==> config.mk <==
export PLATFORM = sky130hd
export DESIGN_NAME = dice_turn_controller
export DESIGN_NICKNAME = d
export VERILOG_FILES = /design/src/rtl/dice_game_pkg.sv /design/src/rtl/dice_step_sequencer.sv /design/src/rtl/dice_turn_controller.sv
export SDC_FILE = /design/constraint.sdc
export NUM_CORES = 1
export LEC_CHECK = 0
export CAP_MARGIN = 10
export CORE_MARGIN = 2
export CORE_UTILIZATION = 60
export DETAILED_ROUTE_END_ITERATION = 10
export GPL_ROUTABILITY_DRIVEN = 1
export HOLD_SLACK_MARGIN = 0.03
export MAX_ROUTING_LAYER = met4
export PLACE_DENSITY = 0.85
export SETUP_SLACK_MARGIN = 0.02
export SYNTH_ARGS = -nofsm -noshare
export SYNTH_HDL_FRONTEND = slang
export SYNTH_SLANG_ARGS = --single-unit
==> constraint.sdc <==
create_clock -name clk -period 3.25 [get_ports clk]
set_input_delay 0.65 -clock clk [delete_from_list [all_inputs] [get_ports clk]]
set_output_delay 0.65 -clock clk [all_outputs]
set_load 0.01 [all_outputs]
==> src/rtl/dice_game_pkg.sv <==
// Shared types for the dice turn controller: dice colours, turn FSM states and
// the colour-to-step mapping used when a roll is accepted.
package dice_game_pkg;

  typedef enum logic [1:0] {
    NONE  = 2'b00,
    RED   = 2'b01,
    GREEN = 2'b10,
    BLUE  = 2'b11
  } color_t;

  typedef enum logic [2:0] {
    IDLE        = 3'd0,
    ARM         = 3'd1,
    WAIT_DICE   = 3'd2,
    MOVE        = 3'd3,
    WAIT_REMOVE = 3'd4,
    GAME_OVER   = 3'd5
  } turn_state_t;

  function automatic logic [1:0] color_to_steps(input color_t c);
    case (c)
      RED:     return 2'd1;
      GREEN:   return 2'd2;
      BLUE:    return 2'd3;
      default: return 2'd0;
    endcase
  endfunction

endpackage

==> src/rtl/dice_step_sequencer.sv <==
// Paces a move one square at a time: a STEP_CYCLES timer plus a count of
// squares still to go. step_pulse_o marks the cycle a square is taken.
module dice_step_sequencer #(
  parameter int STEP_CYCLES = 25_000_000
) (
  input  logic       clk,
  input  logic       reset,
  input  logic       load_i,
  input  logic [1:0] steps_i,
  input  logic       abort_i,
  output logic       step_pulse_o,
  output logic       done_o
);

  localparam int TW = $clog2(STEP_CYCLES);

  logic          active_q;
  logic [TW-1:0] timer_q;
  logic [1:0]    remaining_q;

  assign step_pulse_o = active_q && (timer_q == TW'(STEP_CYCLES - 1));
  assign done_o       = step_pulse_o && (remaining_q == 2'd1);

  // NOTE: sequential state uses non-blocking assignments so every register
  // samples pre-edge values regardless of statement order.
  always_ff @(posedge clk or posedge reset) begin
    if (reset) begin
      active_q    <= 1'b0;
      timer_q     <= '0;
      remaining_q <= 2'd0;
    end else if (abort_i) begin
      active_q    <= 1'b0;
      timer_q     <= '0;
      remaining_q <= 2'd0;
    end else if (load_i) begin
      active_q    <= 1'b1;
      timer_q     <= '0;
      remaining_q <= steps_i;
    end else if (active_q) begin
      if (step_pulse_o) begin
        timer_q     <= '0;
        remaining_q <= remaining_q - 2'd1;
        if (remaining_q == 2'd1) active_q <= 1'b0;
      end else begin
        timer_q <= timer_q + TW'(1);
      end
    end
  end

endmodule

==> src/rtl/dice_turn_controller.sv <==
// Turn-order and board-movement controller fed by the dice colour detector.
// Optional WAIT_DICE timeout is compiled in with `DICE_TURN_TIMEOUT_EN.
module dice_turn_controller
  import dice_game_pkg::*;
#(
  parameter int NUM_PLAYERS    = 4,
  parameter int TRACK_LEN      = 16,
  parameter int STEP_CYCLES    = 25_000_000,
  parameter int TIMEOUT_CYCLES = 500_000_000,
  localparam int POS_W         = $clog2(TRACK_LEN)
) (
  input  logic                         clk,
  input  logic                         reset,
  input  logic                         start_game,
  input  logic [1:0]                   stable_color,
  input  logic                         result_ready,
  input  logic                         turn_end,
  input  logic                         current_state_white,
  output logic [1:0]                   cur_player,
  output logic [NUM_PLAYERS*POS_W-1:0] player_pos,
  output logic [1:0]                   move_steps,
  output logic                         step_pulse,
  output logic                         game_over,
  output logic [1:0]                   winner,
  output logic                         turn_skipped,
  output logic [2:0]                   state_dbg
);

  if (NUM_PLAYERS < 2 || NUM_PLAYERS > 4 || STEP_CYCLES < 2 || TIMEOUT_CYCLES < 2) begin : g_bad_params
    $error("dice_turn_controller: parameter out of range");
  end

  turn_state_t                  state_q, state_d;
  logic [1:0]                   cur_player_q, cur_player_d;
  logic [NUM_PLAYERS*POS_W-1:0] pos_q, pos_d;
  logic [1:0]                   move_steps_q, move_steps_d;
  logic                         remove_seen_q, remove_seen_d;
  logic                         step_pulse_q, step_pulse_d;

  logic             dice_valid;
  logic             seq_load, seq_abort, seq_step, seq_done;
  logic [POS_W-1:0] cur_pos;
  logic [1:0]       next_player;
  logic             to_expired;

  assign dice_valid  = result_ready && (color_t'(stable_color) != NONE);
  assign next_player = (cur_player_q == 2'(NUM_PLAYERS - 1)) ? 2'd0 : cur_player_q + 2'd1;

  always_comb begin
    cur_pos = '0;
    for (int p = 0; p < NUM_PLAYERS; p++)
      if (cur_player_q == 2'(p)) cur_pos = pos_q[p*POS_W +: POS_W];
  end

  dice_step_sequencer #(.STEP_CYCLES(STEP_CYCLES)) u_seq (
    .clk          (clk),
    .reset        (reset),
    .load_i       (seq_load),
    .steps_i      (move_steps_d),
    .abort_i      (seq_abort),
    .step_pulse_o (seq_step),
    .done_o       (seq_done)
  );

`ifdef DICE_TURN_TIMEOUT_EN
  localparam int TOW = $clog2(TIMEOUT_CYCLES);
  logic [TOW-1:0] to_cnt_q;
  logic           skipped_q;

  // A real roll in the final timeout cycle wins over the skip.
  assign to_expired = (state_q == WAIT_DICE) && !dice_valid &&
                      (to_cnt_q == TOW'(TIMEOUT_CYCLES - 1));

  always_ff @(posedge clk or posedge reset) begin
    if (reset) begin
      to_cnt_q  <= '0;
      skipped_q <= 1'b0;
    end else begin
      to_cnt_q  <= (state_q == WAIT_DICE && state_d == WAIT_DICE) ? to_cnt_q + TOW'(1) : '0;
      skipped_q <= to_expired;
    end
  end

  assign turn_skipped = skipped_q;
`else
  assign to_expired   = 1'b0;
  assign turn_skipped = 1'b0;
`endif

  always_comb begin
    // NOTE: every comb output gets a default first so no path infers a latch.
    state_d       = state_q;
    cur_player_d  = cur_player_q;
    pos_d         = pos_q;
    move_steps_d  = move_steps_q;
    remove_seen_d = remove_seen_q;
    step_pulse_d  = 1'b0;
    seq_load      = 1'b0;
    seq_abort     = 1'b0;

    case (state_q)
      IDLE, GAME_OVER: begin
        if (start_game) begin
          state_d       = ARM;
          pos_d         = '0;
          cur_player_d  = 2'd0;
          remove_seen_d = 1'b0;
        end
      end
      ARM: begin
        if (current_state_white) state_d = WAIT_DICE;
      end
      WAIT_DICE: begin
        if (dice_valid) begin
          move_steps_d = color_to_steps(color_t'(stable_color));
          seq_load     = 1'b1;
          state_d      = MOVE;
        end else if (to_expired) begin
          cur_player_d = next_player;
          state_d      = ARM;
        end
      end
      MOVE: begin
        if (turn_end) remove_seen_d = 1'b1;
        if (seq_step) begin
          for (int p = 0; p < NUM_PLAYERS; p++)
            if (cur_player_q == 2'(p)) pos_d[p*POS_W +: POS_W] = cur_pos + POS_W'(1);
          step_pulse_d = 1'b1;
          // Landing on the goal ends the game; leftover steps are dropped.
          if (cur_pos == POS_W'(TRACK_LEN - 2)) begin
            seq_abort = 1'b1;
            state_d   = GAME_OVER;
          end else if (seq_done) begin
            state_d = WAIT_REMOVE;
          end
        end
      end
      WAIT_REMOVE: begin
        if (turn_end || remove_seen_q) begin
          remove_seen_d = 1'b0;
          cur_player_d  = next_player;
          state_d       = ARM;
        end
      end
      default: state_d = IDLE;
    endcase
  end

  always_ff @(posedge clk or posedge reset) begin
    if (reset) begin
      state_q       <= IDLE;
      cur_player_q  <= 2'd0;
      pos_q         <= '0;
      move_steps_q  <= 2'd0;
      remove_seen_q <= 1'b0;
      step_pulse_q  <= 1'b0;
    end else begin
      state_q       <= state_d;
      cur_player_q  <= cur_player_d;
      pos_q         <= pos_d;
      move_steps_q  <= move_steps_d;
      remove_seen_q <= remove_seen_d;
      step_pulse_q  <= step_pulse_d;
    end
  end

  assign cur_player = cur_player_q;
  assign player_pos = pos_q;
  assign move_steps = move_steps_q;
  assign step_pulse = step_pulse_q;
  assign game_over  = (state_q == GAME_OVER);
  assign winner     = game_over ? cur_player_q : 2'd0;
  assign state_dbg  = state_q;

endmodule
### Word-level counts from Yosys, hierarchy flattened

Cells that the tools add are included.

* word-level logic and storage cells: 113
* register bits: 53

* muxes and demuxes: 51
* equal/unequal tests: 25
* $add $sub $neg: 4
* reduce and logical (&&, ||, !) cells: 21

Operators with widths (number)
* $mux 25: 4
* $mux 16: 2
* $mux 4: 8
* $pmux 16 s2: 1
* $add 25x1->25 const B: 1
* $eq 25x25->1 const B: 1
* $mux 3: 7
* $mux 2: 10
* $reduce_and 4->1: 5
* $ne 2x2->1 const B: 9
* $mux 1: 15
* $pmux 3 s5: 1
* $reduce_bool 3->1: 3
* $eq 2x2->1 const B: 4
* $eq 2x1->1 const B: 3
* $eq 3x2->1 const B: 2
* $eq 3x3->1 const B: 2
* $pmux 2 s3: 1
* $reduce_and 6->1: 1
* $reduce_bool 2->1: 3
* $add 4x1->4 const B: 1
* $eq 4x4->1 const B: 1
* $pmux 2 s2: 1
* $eq 3x1->1 const B: 1
* other kinds (12): 14

### Depth between registers and ports, before layout

Gate-level depths: netlist (run 1).

* word-level depth: 11
* gate-level depth with buffers: 10
* depth with buffers taken out: 9

### By module

A second synthesis (run 1) with hierarchy kept.

* cells, all modules: 312
* area, all modules: 2989.1 um^2

By module, submodules not included
* dice_step_sequencer: instances 1, cells each 160, area each 1521.5 um^2, seq. area each 700.7 um^2
* dice_turn_controller: instances 1, cells each 152, area each 1467.7 um^2, seq. area each 625.6 um^2

### Worst setup path before layout (run 1)

OpenSTA, ideal clock, no wires.

* path kind: register to register
* start point: register cur_player_q[1], in the netlist cur_player[1]
* end point: register state_q[1], in the netlist state_dbg[1]
* stages on the path, launching flop included: 11
* path slack: 1.011 ns
* data arrival time: 2.092 ns
* required time: 3.104 ns
* path through: dfrtp_1 > inv_1 > ha_1 > clkbuf_1 > nand3b_1 > a221oi_1 > or2_2 > ha_1 > nand3_1 > a211oi_1 > a311oi_1

* cells in the longest elaborated chain, start to end: 9
* elaborated cells on any way between the ends: 14
* classes of those cells: eq/ne: 5; mux: 7; reduce/logical: 2

Ends and longest elaborated chain
* start: declaration: RTL line dice_turn_controller.sv:34 `logic [1:0] cur_player_q, cur_player_d;`
* start signal: assignment: RTL line dice_turn_controller.sv:159 `cur_player_q <= cur_player_d;`
* $logic_not 2->1: RTL line dice_turn_controller.sv:52 `if (cur_player_q == 2'(p)) cur_pos = pos_q[p*POS_W +: POS_W];`
* $mux 4 (3 in series): RTL line dice_turn_controller.sv:52
* $mux 4 (*): RTL line dice_turn_controller.sv:52
* $eq 4x4->1 (*): RTL line dice_turn_controller.sv:130 `if (cur_pos == POS_W'(TRACK_LEN - 2)) begin`
* $mux 3: RTL line dice_turn_controller.sv:130
* $mux 3: RTL line dice_turn_controller.sv:125 `if (seq_step) begin`
* $pmux 3 s5: RTL line dice_turn_controller.sv:101 `case (state_q)`
* end signal: assignment: RTL line dice_turn_controller.sv:158 `state_q <= state_d;`
* end: declaration: RTL line dice_turn_controller.sv:33 `turn_state_t state_q, state_d;`

Mark *: on every way between the ends. The rest lies on a longest branch, timed or not. The select of a mux whose other input is x is not followed.
A chain may end at the register's enable or synchronous reset.

### Worst setup path in the final report (run 1)

* start point: register state_q[2], in the netlist state_dbg[2]
* end point: output winner[0]

* cells in the longest elaborated chain, start to end: 2

Ends and longest elaborated chain
* $eq 3x3->1: RTL line dice_turn_controller.sv:171 `assign game_over = (state_q == GAME_OVER);`
* $mux 2: RTL line dice_turn_controller.sv:172 `assign winner = game_over ? cur_player_q : 2'd0;`
* end: declaration: RTL line dice_turn_controller.sv:24 `output logic [1:0] winner,`

Every way passes these cells.

==> qor.csv, run 1 <==
metric,value,unit
crit start category,flip-flop,
synthesized cell area,3050,um^2
CTS Hold Bufs,0,
largest net degree at the start of global routing,22,
crit path DAT,1.91,ns
global-route met2 utilization,41.5,%
syn nets,341,
Synth top area share,43.4,%
Leak Pwr,1.52,nW
Layout Utilization,73.4,%
total CTS buffers,5,
RSZ-0062 raised after global routing,false,
DRC,0,
share of layout cells above drive strength 1,9.52,%
Post-layout nets,372,
Final Skew,0.0130,ns
Worst Reg-to-Reg Cells,6,
Die H,75.3,um
drt total wl,6620,um
# IOs,36,
endpoints failing hold,0,
fin crit period,2.56,ns
Ys Warns,0,
cell taking the most area after synthesis,dfrtp_1,
1st-pass router iterations,4,
busiest grt layer,met2,
Root Buffer,clkbuf_8,
Power Density,437,nW/um^2
max cap viols,0,
hold crit path type,reg2reg,
Initial Util,63.4,%
Worst setup EP type,output port,
die area,5680,um^2
"top cells by area, synth","dfrtp_1 43%, mux2_2 4.1%, xnor2_1 4.0%",
Resized cells post-CTS,0,
diode count,0,
Final GP Congestion,0.947,
Post-DP HPWL,4800,um
DR vias/cell,6.00,
Clock transition at path regs,0.10,ns
first-pass GRT wire length,11400,um
max-slew violations,0,
Avg WL per Cell,15.6,um
ys async rst share,100,%
Post-synth EDFFs,0,
CTS sink count,53,
met3 Usage GRT,4.63,%
Fmax achieved,391,MHz
Post-Synthesis Cells,325,
WHS Path Cells,2,
"FF+latch count, synth",53,
total global-route track usage,26.7,%
CTS tree,yes,
total gr overflow,0,
final period utilization,78.7,%
area grow syn2layout,15.7,%
worst hold slack,0.495,ns
Commonest cells post-synth,"53 x dfrtp_1, 23 x nand2_1, 23 x nor2_1",
Slew Limit Headroom,59.3,%
core area,4820,um^2
"critical path fanouts, max",15,
initial antenna violation count,0,
post-synthesis cell type count,53,
Fin Setup TNS,0,ns
post-CTS setup buffer count,0,
Rows,25,
Max clock buf depth,2,
outcome,completed,
Post-Synthesis Mean Instance Area,9.40,um^2
Critical Path RT,2.60,ns
"Seq/Total Area, Yosys",43.4,%
met1 GRT Util,36.9,%
violation count after the first detailed-route iteration,156,
Die Wd,75.3,um
worst skew pair latency,0.31,ns
endpoints failing setup,0,
Vias,2546,
vias in the first global route,2518,
Worst Setup Path Type,reg2out,
Port Buffers,34,
H-tree levels,2,
Final ANT Viol Nets,0,
Least-Margin Pin Slew,0.605,ns
Most used DFF post-synth,dfrtp_1,
worst vdd ir,251,uV
most common cell in the netlist,dfrtp_1,
==> through the flow <==
stage               instances  setup slack, ns  instance area [um^2]  power (mW)
CTS                       424            0.680                  3530        1.56
detailed placement        416            0.487                  3450        1.19
finish                    424            0.693                  3530        1.55
floorplan                 325             1.01                  3050        1.05
global route              424            0.497                  3530        1.64
global placement          416            0.576                  3450        1.18
==> registers in the layout, indices dropped and copies added, names as in the netlist <==
register           count
cur_player             2
u_seq.timer_q         25
player_pos            16
u_seq.remaining_q      2
state_dbg              3
u_seq.active_q         1
move_steps             2
step_pulse             1
remove_seen_q          1
==> power breakdown <==
group          internal, mW  switching (mW)  total (mW)
Clock                 0.150           0.212       0.362
Combinational         0.167           0.197       0.363
Sequential            0.738          0.0819       0.820
Total                  1.05           0.491        1.55
==> cells by family (layout without fill, tap and decap cells) <==
family                     after synthesis  after routing  synth area share, %
AOI/OAI and AO/OA                       65             65                 14.1
DFF                                     53             53                 43.4
and+or+nand+nor                        133            133                 24.5
buffers and inverters                   35             67                 4.83
xor gates and xnor gates                16             16                 4.59
muxes                                   13             13                 4.75
other                                    1              1                0.123
adders and majority gates                9              9                 3.61
==> critical path, cell delays in order (launching register included) <==
cell and delay [ns]:
dfrtp_1 0.61, nor2b_1 0.27, and3_1 0.18, clkdlybuf4s50_1 0.53
==> path summary, 6_finish.rpt <==
path | start | end | slack (ns)
worst min-delay path | move_steps[1] | move_steps[1] | 0.49
max in group asynchronous | reset | u_seq.timer_q[19] | 2.03
min in group asynchronous | reset | u_seq.timer_q[18] | 0.62
worst max-delay path | state_dbg[2] | winner[0] | 0.69
worst min register to register | move_steps[1] | move_steps[1] | 0.49
worst max register to register | u_seq.timer_q[0] | player_pos[7] | 0.72
==> layer usage <==
layer / up-vias / share of wire [%]
met4: 0 / 0.79
met2: 65 / 47
met5: - / 0
met3: 6 / 4.4
li1: 1226 / -
met1: 1249 / 48
==> cell usage in the layout, fill, tap and decap left out, types with 3 or more instances in the layout <==
| cell type | synthesis | final |
|---|---|---|
| a211oi_1 | 9 | 9 |
| a21o_1 | 6 | 6 |
| a21oi_1 | 17 | 17 |
| a22o_1 | 3 | 3 |
| a31oi_1 | 5 | 5 |
| a32o_1 | 4 | 4 |
| and2_0 | 3 | 3 |
| and2_1 | 5 | 5 |
| buf_4 | 1 | 7 |
| clkbuf_8 | 0 | 5 |
| clkdlybuf4s50_1 | 0 | 34 |
| dfrtp_1 | 53 | 53 |
| ha_1 | 8 | 8 |
| inv_1 | 18 | 17 |
| mux2_2 | 11 | 11 |
| nand2_1 | 23 | 23 |
| nand3_1 | 12 | 12 |
| nand3b_1 | 5 | 5 |
| nand4_1 | 3 | 3 |
| nor2_1 | 23 | 23 |
| nor2b_1 | 5 | 5 |
| nor3_1 | 8 | 8 |
| nor3b_1 | 4 | 4 |
| nor4_1 | 9 | 9 |
| nor4b_1 | 3 | 3 |
| nor4bb_1 | 3 | 3 |
| o21ai_0 | 5 | 5 |
| o21ai_1 | 6 | 6 |
| or2_2 | 4 | 4 |
| or3_1 | 12 | 12 |
| or4_1 | 4 | 4 |
| xnor2_1 | 14 | 14 |
==> layout make-up <==
cell class | instances | area [um^2]
Fill cell | 372 | 1280
Timing Repair Buffer | 41 | 393
Tap cell | 67 | 83.8
Multi-Input combinational cell | 237 | 1580
Sequential cell | 53 | 1330
Clock inverter | 2 | 10.0
Inverter | 18 | 67.6
Clock buffer | 6 | 72.6
Note: power is estimated with default switching activity, not from simulation.
==> inputs of run 2 (changes only) <==
--- a/config.mk
+++ b/config.mk
@@ -7,12 +7,12 @@
 export LEC_CHECK = 0
 export CAP_MARGIN = 10
 export CORE_MARGIN = 2
-export CORE_UTILIZATION = 60
+export CORE_UTILIZATION = 51
 export DETAILED_ROUTE_END_ITERATION = 10
 export GPL_ROUTABILITY_DRIVEN = 1
 export HOLD_SLACK_MARGIN = 0.03
 export MAX_ROUTING_LAYER = met4
-export PLACE_DENSITY = 0.85
+export PLACE_DENSITY = 0.77
 export SETUP_SLACK_MARGIN = 0.02
 export SYNTH_ARGS = -nofsm -noshare
 export SYNTH_HDL_FRONTEND = slang
==> constraint.sdc (replaced) <==
create_clock -name clk -period 2.1 [get_ports clk]
set_input_delay 0.42 -clock clk [delete_from_list [all_inputs] [get_ports clk]]
set_output_delay 0.42 -clock clk [all_outputs]
set_load 0.01 [all_outputs]
==> qor.csv, run 2 (synthesized netlist as in run 1, its figures left out) <==
metric,value,unit,change
Max clock buf depth,2,,unchanged
Power Density,616,nW/um^2,+41%
initial antenna violation count,0,,unchanged
max reg flops,25,,unchanged
violation count after the first detailed-route iteration,249,,+60%
Least-Margin Pin Slew,0.771,ns,+0.166 ns
CTS tree,yes,,
first-pass GRT wire length,12200,um,+7.3%
endpoints failing setup,11,,+11
Placed Cells incl. Taps,464,,+12%
drt total wl,8290,um,+25%
sequential cell area,1330,um^2,+0.38%
Die Wd,81.4,um,+8.0%
area grow syn2layout,39.9,%,
Worst Reg-to-Reg Cells,9,,+3
Largest Register,u_seq.timer_q,,
1st-pass router iterations,5,,+1
Die H,81.4,um,+8.0%
core area,5850,um^2,+21%
Fin Setup TNS,-0.436,ns,-0.436 ns
fill count,387,,+4.0%
worst hold slack,0.383,ns,-0.112 ns
RSZ-0062 raised after global routing,true,,
H-tree levels,2,,unchanged
Final ANT Viol Nets,0,,unchanged
total gr overflow,0,,unchanged
pre-CTS WS,-0.282,ns,-0.769 ns
Layout Utilization,73.0,%,-0.32 points
Clock transition at path regs,0.10,ns,about the same
die area,6620,um^2,+17%
Leak Pwr,1.86,nW,+22%
fin crit period,2.16,ns,
final period utilization,103,%,
worst vdd ir,399,uV,+59%
Slew Limit Headroom,48.5,%,-11 points
r2r setup slk,-0.06,ns,-0.78 ns
largest net degree at the start of global routing,18,,-18%
"final std cell area, no fill",4270,um^2,+21%
R2R Path Start,cur_player[1],,
Critical Path RT,2.31,ns,-0.29 ns
CTS Hold Bufs,0,,unchanged
Fmax achieved,462,MHz,
DR vias/cell,5.98,,-0.36%
Worst setup EP type,flip-flop,,
outcome,finished with violations,,
reg2reg end,player_pos[6],,
fin cells,481,,+13%
worst skew pair latency,0.32,ns,about the same
vias in the first global route,2604,,+3.4%
Post-DP HPWL,5490,um,+15%
Post-layout nets,421,,+13%
max cap viols,0,,unchanged
Port Buffers,34,,unchanged
"critical path fanouts, max",8,,-7
endpoints failing hold,0,,unchanged
share of layout cells above drive strength 1,32.0,%,+22 points
total CTS buffers,5,,unchanged
hold crit path type,in2async,,
CTS sink count,53,,unchanged
Initial Util,52.2,%,-11 points
violated checks,setup timing,,
Final GP Congestion,0.900,,-4.9%
Multi-input gate area,1890,um^2,+19%
max-slew violations,0,,unchanged
Avg WL per Cell,17.2,um,+10%
Final Skew,0.0138,ns,+0.000788 ns
placed instance area,3830,um^2,+11%
Vias,2878,,+13%
total global-route track usage,25.0,%,-1.7 points
DRC,0,,unchanged
crit path DAT,2.37,ns,+0.46 ns
diode count,0,,unchanged
"commonest non-fill, non-tap cell in the layout",buf_4,,
setup slack after layout,-0.0623,ns,-0.756 ns
crit start category,flip-flop,,
# IOs,36,,unchanged
Worst Setup Path Type,reg2reg,,
most frequent cells in the layout,"52 x buf_4, 49 x dfrtp_1, 31 x clkdlybuf4s50_1",,
Rows,28,,+12%
Root Buffer,clkbuf_8,,
power consumption,2.63,mW,+70%
==> run 2: changes by cell type in the layout (fill, tap and decap cells not counted), moves of 4 or more <==
cell	delta
a211oi_1	-8
a211oi_2	+6
buf_4	+45
dfrtp_1	-4
dfrtp_2	+4
ha_1	-7
ha_4	+6
==> run 2: worst max path at each step <==
stage / slack, ns / cells after the start / startpoint / end
final: -0.06 / 9 / cur_player[1] / player_pos[6]
after global routing: -0.12 / 7 / cur_player[1] / player_pos[7]
after CTS: 0.01 / 9 / cur_player[1] / player_pos[2]
after detailed placement: -0.28 / 6 / turn_end / state_dbg[0]
after global placement: -0.20 / 6 / turn_end / state_dbg[0]
after floorplan: -0.008 / 9 / cur_player[0] / state_dbg[0]
==> run 2: what timing repair did <==
item / in CTS / in global routing
setup buffers: 3 / 7
endpoints found under the setup margin: 25 / 36
pin swaps: 8 / 12
gates resized for setup: 28 / 31
==> run 2: layout make-up <==
| type | count | share of cell area, % |
|---|---|---|
| inverters | 18 | 1.58 |
| clock inverters | 1 | 0.117 |
| clock buffers | 7 | 2.25 |
| well taps | 75 | 2.20 |
| flip-flops and latches | 53 | 31.2 |
| repair buffers | 90 | 18.6 |
| multi-input cells | 237 | 44.1 |
==> run 2: per-layer routing <==
metal / part of all wire (%) / global-route usage [%]
met5: 0 / -
met4: 2.3 / 9.15
met3: 5.0 / 2.67
met2: 49 / 39.1
met1: 44 / 33.8
==> run 2: power breakdown <==
group | internal (mW) | switching, mW
Combinational | 0.353 | 0.384
Clock | 0.299 | 0.342
Sequential | 1.14 | 0.111
Total | 1.80 | 0.838
==> run 2: critical path, cell delays in order, from the launching register on <==
cell and delay [ns]:
dfrtp_2 0.46, buf_4 0.16, ha_4 0.19, a21oi_2 0.13
a221oi_2 0.08, or2_4 0.29, ha_4 0.18, xnor2_2 0.21
nor2_4 0.08, mux2_2 0.28
==> inputs of run 3 (changes only) <==
--- a/config.mk
+++ b/config.mk
@@ -14,6 +14,7 @@
 export MAX_ROUTING_LAYER = met4
 export PLACE_DENSITY = 0.77
 export SETUP_SLACK_MARGIN = 0.02
+export SLEW_MARGIN = 20
 export SYNTH_ARGS = -nofsm -noshare
 export SYNTH_HDL_FRONTEND = slang
 export SYNTH_SLANG_ARGS = --single-unit
==> results of run 3 <==
Final layout, timing and power as in run 2 (identical DEF).
